### src/rtl/tray_motion_monitor_pkg.sv
// Shared definitions for the tray motion monitor.
// Holds the tray_station output codes, the internal station/class enum and
// the enum-to-code mapping used by the top level.
package tray_motion_monitor_pkg;

    // Codes driven on tray_station
    localparam logic [7:0] TS_ZERO   = 8'h00;
    localparam logic [7:0] TS_STABLE = 8'h01;
    localparam logic [7:0] TS_MUP    = 8'h02;
    localparam logic [7:0] TS_MDW    = 8'h03;

    // Used both as the FSM state and as the per-sample class
    typedef enum logic [1:0] {
        StZero,
        StStable,
        StMup,
        StMdw
    } station_e;

    function automatic logic [7:0] station_code(input station_e s);
        logic [7:0] code;
        unique case (s)
            StZero:   code = TS_ZERO;
            StStable: code = TS_STABLE;
            StMup:    code = TS_MUP;
            StMdw:    code = TS_MDW;
            default:  code = TS_ZERO;
        endcase
        return code;
    endfunction

endpackage

### src/rtl/tray_height_hist.sv
// Tray height history window.
// Keeps the last DEPTH accepted samples (rec[0] newest, rec[DEPTH-1] oldest),
// a fill counter saturating at DEPTH, and the registered newest-minus-oldest
// delta, which is valid once the window is full.
//   clk, rst_n    : clock, asynchronous active-low reset
//   clear         : synchronous clear of history and fill count (wins over push)
//   push, din     : accept din into rec[0], shifting older samples down
//   newest        : rec[0] as currently held (before any shift this cycle)
//   empty         : no sample accepted since reset/clear
//   height_delta  : signed rec[0] - rec[DEPTH-1] while delta_vld, else 0
//   delta_vld     : window holds DEPTH samples
module tray_height_hist #(
    parameter int unsigned HW    = 32,
    parameter int unsigned DEPTH = 8
) (
    input  logic               clk,
    input  logic               rst_n,
    input  logic               clear,
    input  logic               push,
    input  logic [HW-1:0]      din,
    output logic [HW-1:0]      newest,
    output logic               empty,
    output logic signed [HW:0] height_delta,
    output logic               delta_vld
);

    localparam int unsigned FW = $clog2(DEPTH + 1);
    localparam logic [FW-1:0] FULL = FW'(DEPTH);

    logic [HW-1:0]      rec_q [DEPTH];
    logic [HW-1:0]      rec_d [DEPTH];
    logic [FW-1:0]      fill_q, fill_d;
    logic               dvld_q, dvld_d;
    logic signed [HW:0] delta_q, delta_d;

    always_comb begin
        rec_d  = rec_q;
        fill_d = fill_q;
        if (clear) begin
            for (int unsigned i = 0; i < DEPTH; i++) begin
                rec_d[i] = '0;
            end
            fill_d = '0;
        end else if (push) begin
            rec_d[0] = din;
            for (int unsigned i = 1; i < DEPTH; i++) begin
                rec_d[i] = rec_q[i-1];
            end
            if (fill_q != FULL) begin
                fill_d = fill_q + 1'b1;
            end
        end
        // Delta is computed from the post-shift window so it lands with the sample
        dvld_d  = (fill_d == FULL);
        delta_d = dvld_d ? ($signed({1'b0, rec_d[0]}) - $signed({1'b0, rec_d[DEPTH-1]}))
                         : '0;
    end

    always_ff @(posedge clk or negedge rst_n) begin
        if (!rst_n) begin
            for (int unsigned i = 0; i < DEPTH; i++) begin
                rec_q[i] <= '0;
            end
            fill_q  <= '0;
            dvld_q  <= 1'b0;
            delta_q <= '0;
        end else begin
            rec_q   <= rec_d;
            fill_q  <= fill_d;
            dvld_q  <= dvld_d;
            delta_q <= delta_d;
        end
    end

    assign newest       = rec_q[0];
    assign empty        = (fill_q == '0);
    assign height_delta = delta_q;
    assign delta_vld    = dvld_q;

endmodule

### src/rtl/tray_motion_monitor.sv
// Tray motion monitor.
// Classifies each accepted tray height sample as zero / stable / up / down
// against the previous sample (with a deadband) and runs a confirmation FSM
// that only moves to a new non-zero station after CONFIRM consecutive samples
// of that class. A zero sample forces the ZERO station at once.
//   clk, rst_n       : clock, asynchronous active-low reset
//   sample_vld       : tray_height valid this cycle
//   tray_height      : unsigned height sample
//   clear            : synchronous clear of history and state (wins over sample_vld)
//   tray_station     : 00 zero, 01 stable, 02 moving up, 03 moving down
//   station_changed  : one-cycle pulse when tray_station takes a new value
//   height_delta     : signed newest minus oldest sample of the full window
//   delta_vld        : history window is full
module tray_motion_monitor
    import tray_motion_monitor_pkg::*;
#(
    parameter int unsigned HW       = 32,
    parameter int unsigned DEPTH    = 8,
    parameter int unsigned DEADBAND = 0,
    parameter int unsigned CONFIRM  = 2
) (
    input  logic               clk,
    input  logic               rst_n,
    input  logic               sample_vld,
    input  logic [HW-1:0]      tray_height,
    input  logic               clear,
    output logic [7:0]         tray_station,
    output logic               station_changed,
    output logic signed [HW:0] height_delta,
    output logic               delta_vld
);

    // The count only ever holds 0..CONFIRM-1; reaching CONFIRM commits the move
    localparam int unsigned CW = (CONFIRM < 2) ? 1 : $clog2(CONFIRM);
    localparam logic [CW-1:0] CNT_LAST = CW'(CONFIRM - 1);
    localparam logic [HW:0]   DB       = (HW+1)'(DEADBAND);

    logic [HW-1:0]      newest;
    logic               empty;

    tray_height_hist #(
        .HW    (HW),
        .DEPTH (DEPTH)
    ) u_hist (
        .clk          (clk),
        .rst_n        (rst_n),
        .clear        (clear),
        .push         (sample_vld),
        .din          (tray_height),
        .newest       (newest),
        .empty        (empty),
        .height_delta (height_delta),
        .delta_vld    (delta_vld)
    );

    // Sample classifier
    logic signed [HW:0] step;
    logic [HW:0]        step_abs;
    station_e           cls;

    always_comb begin
        step     = $signed({1'b0, tray_height}) - $signed({1'b0, newest});
        step_abs = step[HW] ? $unsigned(-step) : $unsigned(step);
        if (tray_height == '0) begin
            cls = StZero;
        end else if (empty) begin
            cls = StStable;
        end else if (step_abs <= DB) begin
            cls = StStable;
        end else if (step[HW]) begin
            cls = StMdw;
        end else begin
            cls = StMup;
        end
    end

    // Confirmation FSM
    station_e          state_q, state_d;
    station_e          cand_q, cand_d;
    logic [CW-1:0]     cnt_q, cnt_d;
    logic [7:0]        station_q;
    logic              changed_q;

    always_comb begin
        state_d = state_q;
        cand_d  = cand_q;
        cnt_d   = cnt_q;
        if (clear) begin
            state_d = StZero;
            cand_d  = StZero;
            cnt_d   = '0;
        end else if (sample_vld) begin
            if (cls == StZero) begin
                // Tray at the floor: report it without confirmation
                state_d = StZero;
                cand_d  = StZero;
                cnt_d   = '0;
            end else if (empty) begin
                // First sample after reset/clear seeds the station directly
                state_d = StStable;
                cand_d  = StStable;
                cnt_d   = '0;
            end else if (cls == state_q) begin
                cnt_d = '0;
            end else if (cls == cand_q) begin
                if (cnt_q == CNT_LAST) begin
                    state_d = cls;
                    cnt_d   = '0;
                end else begin
                    cnt_d = cnt_q + 1'b1;
                end
            end else begin
                cand_d = cls;
                if (CONFIRM == 1) begin
                    state_d = cls;
                    cnt_d   = '0;
                end else begin
                    cnt_d = CW'(1);
                end
            end
        end
    end

    always_ff @(posedge clk or negedge rst_n) begin
        if (!rst_n) begin
            state_q   <= StZero;
            cand_q    <= StZero;
            cnt_q     <= '0;
            station_q <= TS_ZERO;
            changed_q <= 1'b0;
        end else begin
            state_q   <= state_d;
            cand_q    <= cand_d;
            cnt_q     <= cnt_d;
            station_q <= station_code(state_d);
            changed_q <= (state_d != state_q);
        end
    end

    assign tray_station    = station_q;
    assign station_changed = changed_q;

endmodule
### config.mk
export PLATFORM = sky130hd
export DESIGN_NAME = tray_motion_monitor
export DESIGN_NICKNAME = d
export VERILOG_FILES = /design/src/rtl/tray_motion_monitor_pkg.sv /design/src/rtl/tray_height_hist.sv /design/src/rtl/tray_motion_monitor.sv
export SDC_FILE = /design/constraint.sdc
export NUM_CORES = 1
export LEC_CHECK = 0
export CORE_UTILIZATION = 62
export CTS_CLUSTER_DIAMETER = 60
export DETAILED_ROUTE_END_ITERATION = 12
export PLACE_DENSITY = 0.81
export SLEW_MARGIN = 20
export SYNTH_ARGS = -nofsm -noshare
export SYNTH_HDL_FRONTEND = slang
export SYNTH_HIERARCHICAL = 1
export SYNTH_SLANG_ARGS = --single-unit
### constraint.sdc
create_clock -name clk -period 6.37 [get_ports clk]
set_input_delay 1.274 -clock clk [delete_from_list [all_inputs] [get_ports clk]]
set_output_delay 1.274 -clock clk [all_outputs]
set_load 0.005 [all_outputs]
## Word-level counts from Yosys, hierarchy flattened

Index checks and enable logic that the tools add are counted.

| operators by class | value |
|---|---|
| add/subtract/negate cells | 5 |
| multipliers | 0 |
| divide/modulo/power cells | 0 |
| order comparisons | 1 |
| eq/ne operators | 10 |
| shift operators | 0 |
| multiplexer cells | 32 |
| bitwise gates (word level) | 0 |
| reductions and logical operators | 6 |

Operators by type and width:

| kind | count |
|---|---|
| 256-bit 2-to-1 mux | 2 |
| 33-bit 2-to-1 mux | 2 |
| 32-bit by 32-bit subtractor with 33-bit output | 2 |
| 33-bit by 1-bit <= comparator with 1-bit output (second input constant) | 1 |
| 33-bit negation | 1 |
| 32-bit zero test | 1 |
| 2-bit 2-to-1 mux | 16 |
| 8-bit one-hot mux with 4 select lines | 1 |
| 4-bit 2-to-1 mux | 3 |
| 4-bit inequality test (second input constant) | 3 |
| 1-bit 2-to-1 mux | 8 |
| 4-bit by 1-bit adder with 4-bit output (second input constant) | 1 |
| 2-bit == test | 2 |
| 2-bit == test (second input constant) | 2 |
| 4-bit == test (second input constant) | 1 |
| 2-bit zero test | 2 |
| 4-bit zero test | 1 |
| 3-bit AND reduction | 1 |
| 2-bit by 1-bit == test with 1-bit output (second input constant) | 1 |
| 2-bit inequality test | 1 |
| 2-bit nonzero test | 1 |
| 1-bit adder (second input constant) | 1 |

| word-level totals | value |
|---|---|
| register bits after elaboration | 308 |
| bits in latches | 0 |
| bits in writable memories | 0 |
| bits in read-only memories | 0 |
| input bits | 36 |
| output and inout bits | 43 |
| logic and storage cells | 70 |
| memories kept | 0 |

## Depth between registers and ports, before layout

| depth | value |
|---|---|
| word-level depth | 16 |
| mapped depth | 21 |
| gate-level depth less buffers | 18 |

## By module

The synthesis kept the hierarchy.

Modules (own cells, without submodules):

| module | instances | cells each | area an instance (sq um) | seq. area each (sq um) |
|---|---|---|---|---|
| tray_height_hist | 1 | 1243 | 13812.0 | 7357.1 |
| tray_motion_monitor | 1 | 601 | 3955.0 | 175.2 |

## Worst setup path after synthesis

Ideal clock, no wire load.

| path | value |
|---|---|
| path kind | input to register |
| start point | input port tray_height[0] |
| end point | register changed_q (netlist: station_changed) |
| library setup time | 0.071 ns |
| data arrival time | 5.643 ns |
| required time | 6.299 ns |
| path slack | 0.656 ns |
| cell stages on the path | 18 |
| buffers on the path | 0 |
| cells stage by stage | inv_1 ha_1 fa_1 nand2b_1 a21oi_1 xor2_1 or3_1 nor4_1 nand2_1 mux2i_1 o32a_1 a2111oi_0 nand4_2 o31ai_4 xor2_2 and4_1 or4_1 nand4_1 |

| between the ends | value |
|---|---|
| cells in the longest elaborated chain, start to end | 15 |
| elaborated cells between the ends (all ways) | 20 |
| those cells by class | 2 x add/sub; 1 x order compare; 3 x eq/ne; 12 x mux; 2 x reduce/logical |

RTL lines:

| what | RTL line | source |
|---|---|---|
| start, declared | tray_motion_monitor.sv:25 | `input logic [HW-1:0] tray_height,` |
| 32-bit by 32-bit subtractor with 33-bit output | tray_motion_monitor.sv:62 | `step = $signed({1'b0, tray_height}) - $signed({1'b0, newest});` |
| 33-bit negation | tray_motion_monitor.sv:63 | `step_abs = step[HW] ? $unsigned(-step) : $unsigned(step);` |
| 33-bit 2-to-1 mux | tray_motion_monitor.sv:63 |  |
| 33-bit by 1-bit <= comparator with 1-bit output | tray_motion_monitor.sv:68 | `end else if (step_abs <= DB) begin` |
| 2-bit 2-to-1 mux | tray_motion_monitor.sv:68 |  |
| 2-bit 2-to-1 mux | tray_motion_monitor.sv:66 | `end else if (empty) begin` |
| 2-bit 2-to-1 mux * | tray_motion_monitor.sv:64 | `if (tray_height == '0) begin` |
| 2-bit == test / 2-bit 2-to-1 mux (equally long branches) | tray_motion_monitor.sv:105, tray_motion_monitor.sv:106 |  |
| 2-bit 2-to-1 mux | tray_motion_monitor.sv:105 | `end else if (cls == cand_q) begin` |
| 2-bit 2-to-1 mux | tray_motion_monitor.sv:103 | `end else if (cls == state_q) begin` |
| 2-bit 2-to-1 mux | tray_motion_monitor.sv:98 | `end else if (empty) begin` |
| 2-bit 2-to-1 mux * | tray_motion_monitor.sv:93 | `if (cls == StZero) begin` |
| 2-bit 2-to-1 mux * | tray_motion_monitor.sv:92 | `end else if (sample_vld) begin` |
| 2-bit 2-to-1 mux * | tray_motion_monitor.sv:88 | `if (clear) begin` |
| 2-bit inequality test * | tray_motion_monitor.sv:136 | `changed_q <= (state_d != state_q);` |
| end signal, assigned | tray_motion_monitor.sv:136 |  |
| end, declared | tray_motion_monitor.sv:82 | `logic changed_q;` |

Mark *: on every way between the ends. The rest lies on a longest branch, timed or not.
A chain may end at the register's enable or synchronous reset.

## Worst setup path after layout

| path | value |
|---|---|
| start point | input port tray_height[0] |
| end point | register cand_q[0] |

| between the ends | value |
|---|---|
| cells in the longest elaborated chain, start to end | 13 |
| elaborated cells between the ends (all ways) | 21 |
| those cells by class | 2 x add/sub; 1 x order compare; 4 x eq/ne; 11 x mux; 3 x reduce/logical |

RTL lines:

| what | RTL line | source |
|---|---|---|
| 32-bit by 32-bit subtractor with 33-bit output | tray_motion_monitor.sv:62 |  |
| 33-bit negation | tray_motion_monitor.sv:63 |  |
| 33-bit 2-to-1 mux | tray_motion_monitor.sv:63 |  |
| 33-bit by 1-bit <= comparator with 1-bit output | tray_motion_monitor.sv:68 |  |
| 2-bit 2-to-1 mux | tray_motion_monitor.sv:68 |  |
| 2-bit 2-to-1 mux | tray_motion_monitor.sv:66 |  |
| 2-bit 2-to-1 mux * | tray_motion_monitor.sv:64 |  |
| 2-bit 2-to-1 mux | tray_motion_monitor.sv:105 |  |
| 2-bit 2-to-1 mux | tray_motion_monitor.sv:103 |  |
| 2-bit 2-to-1 mux | tray_motion_monitor.sv:98 |  |
| 2-bit 2-to-1 mux | tray_motion_monitor.sv:93 |  |
| 2-bit 2-to-1 mux | tray_motion_monitor.sv:92 |  |
| 2-bit 2-to-1 mux | tray_motion_monitor.sv:88 |  |
| end signal, assigned | tray_motion_monitor.sv:127 | `cand_q <= StZero;` |
| end signal, assigned | tray_motion_monitor.sv:133 | `cand_q <= cand_d;` |
| end, declared | tray_motion_monitor.sv:79 | `station_e cand_q, cand_d;` |

Mark *: on every way between the ends. The rest lies on a longest branch, timed or not. The select of a mux whose other input is x is not followed.

==> out/metrics.cfg <==
[run_status]
status = completed

[floorplan]
rows = 61
dieArea_um2 = 29300
pin_count = 79
core_region_area_um2 = 28000
start_util_pct = 63.4
die_w_um = 171
die_h_um = 171

[clock_network]
clock-root-buffer = clkbuf_16
cts_tree = built
ctsResizeCount = 0
cts_setup_buffers = 0
cts_num_sinks = 301
clock_latency_ns = 0.51
cts_buffers = 34
hold_buffers = 0
cts-htree-levels = 2
clockBufferDepth = 3
clk_pin_slew_worst_paths_ns = 0.06

[route]
top_layer = met4
wirelength_um = 42900
drcViolationCount = 0
dr.pass1.iters = 7
vias_per_cell = 6.05
wl_met3_um = 2470
post_drt_wl_per_cell_um = 18.6
dr_wl_met2_um = 19900
drtIter0Drc = 1143
met1_length_um = 19500
ant_nets = 0
num_vias = 13900

[synth]
synth-compound-area-share_pct = 12.9
yosysSeqAreaShare_pct = 42.4
ys_ff_latch = 301
synthTopCellsByArea = dfrtp_1 (42%), mux2i_1 (15%), nor2_1 (6.6%)
muxShareOfSynthArea_pct = 14.8
synth_area_per_cell_um2 = 9.64
yosys.area_share.simple_pct = 16.6
yosysMostFrequentCell = nor2_1
synthCells = 1844
async_flop_share_pct = 100
yosysWarnings = 6
netlist_area_um2 = 17800
synthAdderAreaFrac_pct = 4.87
synthTopCellsByCount = nor2_1 (313), dfrtp_1 (301), mux2i_1 (261)
synth_edf_count = 0
synthXorXnorAreaFrac_pct = 2.80
ys.flop_type = dfrtp_1
synth_cell_types = 101
synth_top_area_cell = dfrtp_1
synth_top_area_share_pct = 42.4
synth_top_family_by_area = simple AND/OR/NAND/NOR gates

[run]
cap_violations = 0

[layout]
fin_util_pct = 71.5
nets = 2010
num-fill-cells = 2048
syn2layout_area_growth_pct = 12.8
drive_gt1_share_pct = 10.8

[critical_path]
reg2reg_slack_ns = 1.09
r2r_start = u_hist/newest[9]$_DFF_PN0_
worst_path_max_delay_cell = a2111oi_0
cp_cell_sequence = clkdlybuf4s50_1, inv_1, ha_1, fa_1, nand2b_1, a21oi_1, xor2_1, or3_1, nor4_1, nand2_1, mux2i_1, o32a_1, a2111oi_0, nand4_2, o31ai_4, buf_4, xor2_1, a22oi_2, mux2i_1, a311o_1
cpPeakStageDelay_ns = 0.53
r2r_end = cand_q[0]$_DFFE_PN0P_
end_kind = flip-flop
cp_num_buf_inv = 3
required_ns = 6.76
cp_top_family = compound AO/OA/AOI/OAI gates
r2r_cells = 18
worstPathArrival_ns = 6.48
critPathLaunchType = input pin
crit_type = in2reg
cp_max_fo = 5

[timing]
max_slew_margin_pct = 40.1
max_freq_mhz = 164
finalSetupViolCount = 0
finalCriticalPeriod_ns = 6.09
maxSlewViolCount = 0
min_period_over_period_pct = 95.7
rsz0062_at_grt = false
hold_viol = 0
fin_worst_skew_ns = 0.0140
setup_tns_ns = 0
tightest_slew_ns = 0.898

[place]
globalplace.congestion = 0.935
numPortBuffers = 72
dp_hpwl_um = 30700

[min_path]
hold_start = u_hist/rec_q[87]$_DFFE_PN0P_
hold_depth = 2
hp-class = reg2reg
min_to = u_hist/rec_q[87]$_DFFE_PN0P_

[power_and_ir_drop]
peakVddDrop_v = 0.000223
power_frac_seq_pct = 40.4
sw_frac_of_total_pct = 29.1
p_clk_share_pct = 38.8
switching_power_mw = 1.42
p_leak_nw = 9.83
power.internal_mw = 3.47
power_density_nw_per_um2 = 244
comb_power_share_pct = 20.9

[grt]
grt_pass1_wl_um = 69000
grt_pass1_vias = 13400
overflow = 0
grt_usage_pct = 29.7
grt_max_degree = 163
antenna_found_initial = 0

metal layers:
metal,global-route usage (%),up-vias
met4,8.54,0
li1,-,6584
met3,4.44,99
met5,0,-
met1,41.7,6794
met2,47.8,454
power groups by stage:
stage	logic, mW	registers, mW	clock network (mW)
6_report	1.02	1.97	1.89
5_1_grt	1.11	1.97	2.01
4_1_cts	1.00	1.97	1.93
3_5_place_dp	0.995	2.01	0
3_3_place_gp	0.985	2.00	0
2_1_floorplan	0.692	1.99	0
worst register-to-register path, cell delays in order (launching register included):
cell and delay, ns:
dfrtp_1 0.45, inv_1 0.07, ha_1 0.41, and4_1 0.36, nand3_1 0.13, a21oi_1 0.40, nor4_1 0.17, o32a_1 0.44
o211ai_1 0.19, and2b_4 0.26, and4b_1 0.21, a2111oi_0 0.51, nand4_2 0.26, o31ai_4 0.28, buf_4 0.19, xor2_1 0.24
a22oi_2 0.12, mux2i_1 0.14, a311o_1 0.31
how the worst max path moves through the flow:
stage / from / endpoint / cells past startpoint
6_report: tray_height[0] / cand_q[0]$_DFFE_PN0P_ / 20
5_1_grt: tray_height[0] / cand_q[0]$_DFFE_PN0P_ / 20
4_1_cts: tray_height[0] / cand_q[0]$_DFFE_PN0P_ / 20
3_5_place_dp: tray_height[0] / cand_q[0]$_DFFE_PN0P_ / 20
3_3_place_gp: tray_height[0] / cand_q[0]$_DFFE_PN0P_ / 20
2_1_floorplan: tray_height[0] / station_changed$_DFF_PN0_ / 18
layout make-up:
cell class	count	area, um^2	share of cell area, %
sequential	301	7530	37.6
timing repair buffer	149	1350	6.74
clock buffer	41	927	4.63
clock inverter	13	149	0.743
inverter	87	327	1.63
tap	378	473	2.36
antenna	1	2.50	0.0125
multi-input combinational	1333	9270	46.3
kinds of logic (layout without fill, tap and decap cells):
logic type	after synthesis	in the layout
simple gates	621	621
other cells	1	7
xor+xnor	56	56
fa+ha+maj	68	68
flops	301	301
compound gates	319	319
buf+inv	215	290
mux	263	263
sequential cells by signal (all words and copies together), names as in the netlist:
register	flops
state_q	2
tray_station	1
u_hist/rec_q	224
u_hist/delta_vld	1
station_changed	1
cand_q	2
u_hist/height_delta	33
u_hist/newest	32
cnt_q	1
u_hist/fill_q	4
through the flow:
stage / instances / hold slack [ns] / area [um^2] / power [mW] / worst slack [ns]
final: 2303 / 0.516 / 20000 / 4.89 / 0.275
after detailed placement: 2248 / 0.507 / 19000 / 3.00 / -0.108
after floorplan: 1849 / 0.486 / 17800 / 2.69 / 0.656
after CTS: 2302 / 0.519 / 20000 / 4.91 / 0.375
after global routing: 2302 / 0.535 / 20000 / 5.09 / 0.0181
after global placement: 2248 / 0.500 / 19000 / 2.99 / 0.00463
cell usage in the layout (no fill, tap or decap), types with 7 or more instances in the layout:
| cell | n |
|---|---|
| buf_4 | 74 |
| o21ai_1 | 10 |
| a31oi_1 | 9 |
| xnor2_1 | 24 |
| nand4_1 | 22 |
| xor2_1 | 31 |
| a21boi_0 | 7 |
| nor3_1 | 30 |
| o211ai_1 | 13 |
| a211oi_1 | 11 |
| nand2b_1 | 16 |
| clkdlybuf4s50_1 | 69 |
| nor2_1 | 313 |
| nand2_1 | 72 |
| nor4_1 | 20 |
| a21oi_1 | 85 |
| o21ai_0 | 38 |
| a21o_1 | 29 |
| ha_1 | 66 |
| mux2i_1 | 261 |
| dfrtp_1 | 301 |
| clkbuf_16 | 34 |
| or3_1 | 16 |
| nor2b_1 | 7 |
| inv_1 | 87 |
| or2_2 | 37 |
| o21a_1 | 16 |
| and2_1 | 16 |
| nand3_1 | 27 |
| nor3b_1 | 11 |
Note: power is estimated with default switching activity, not from simulation.
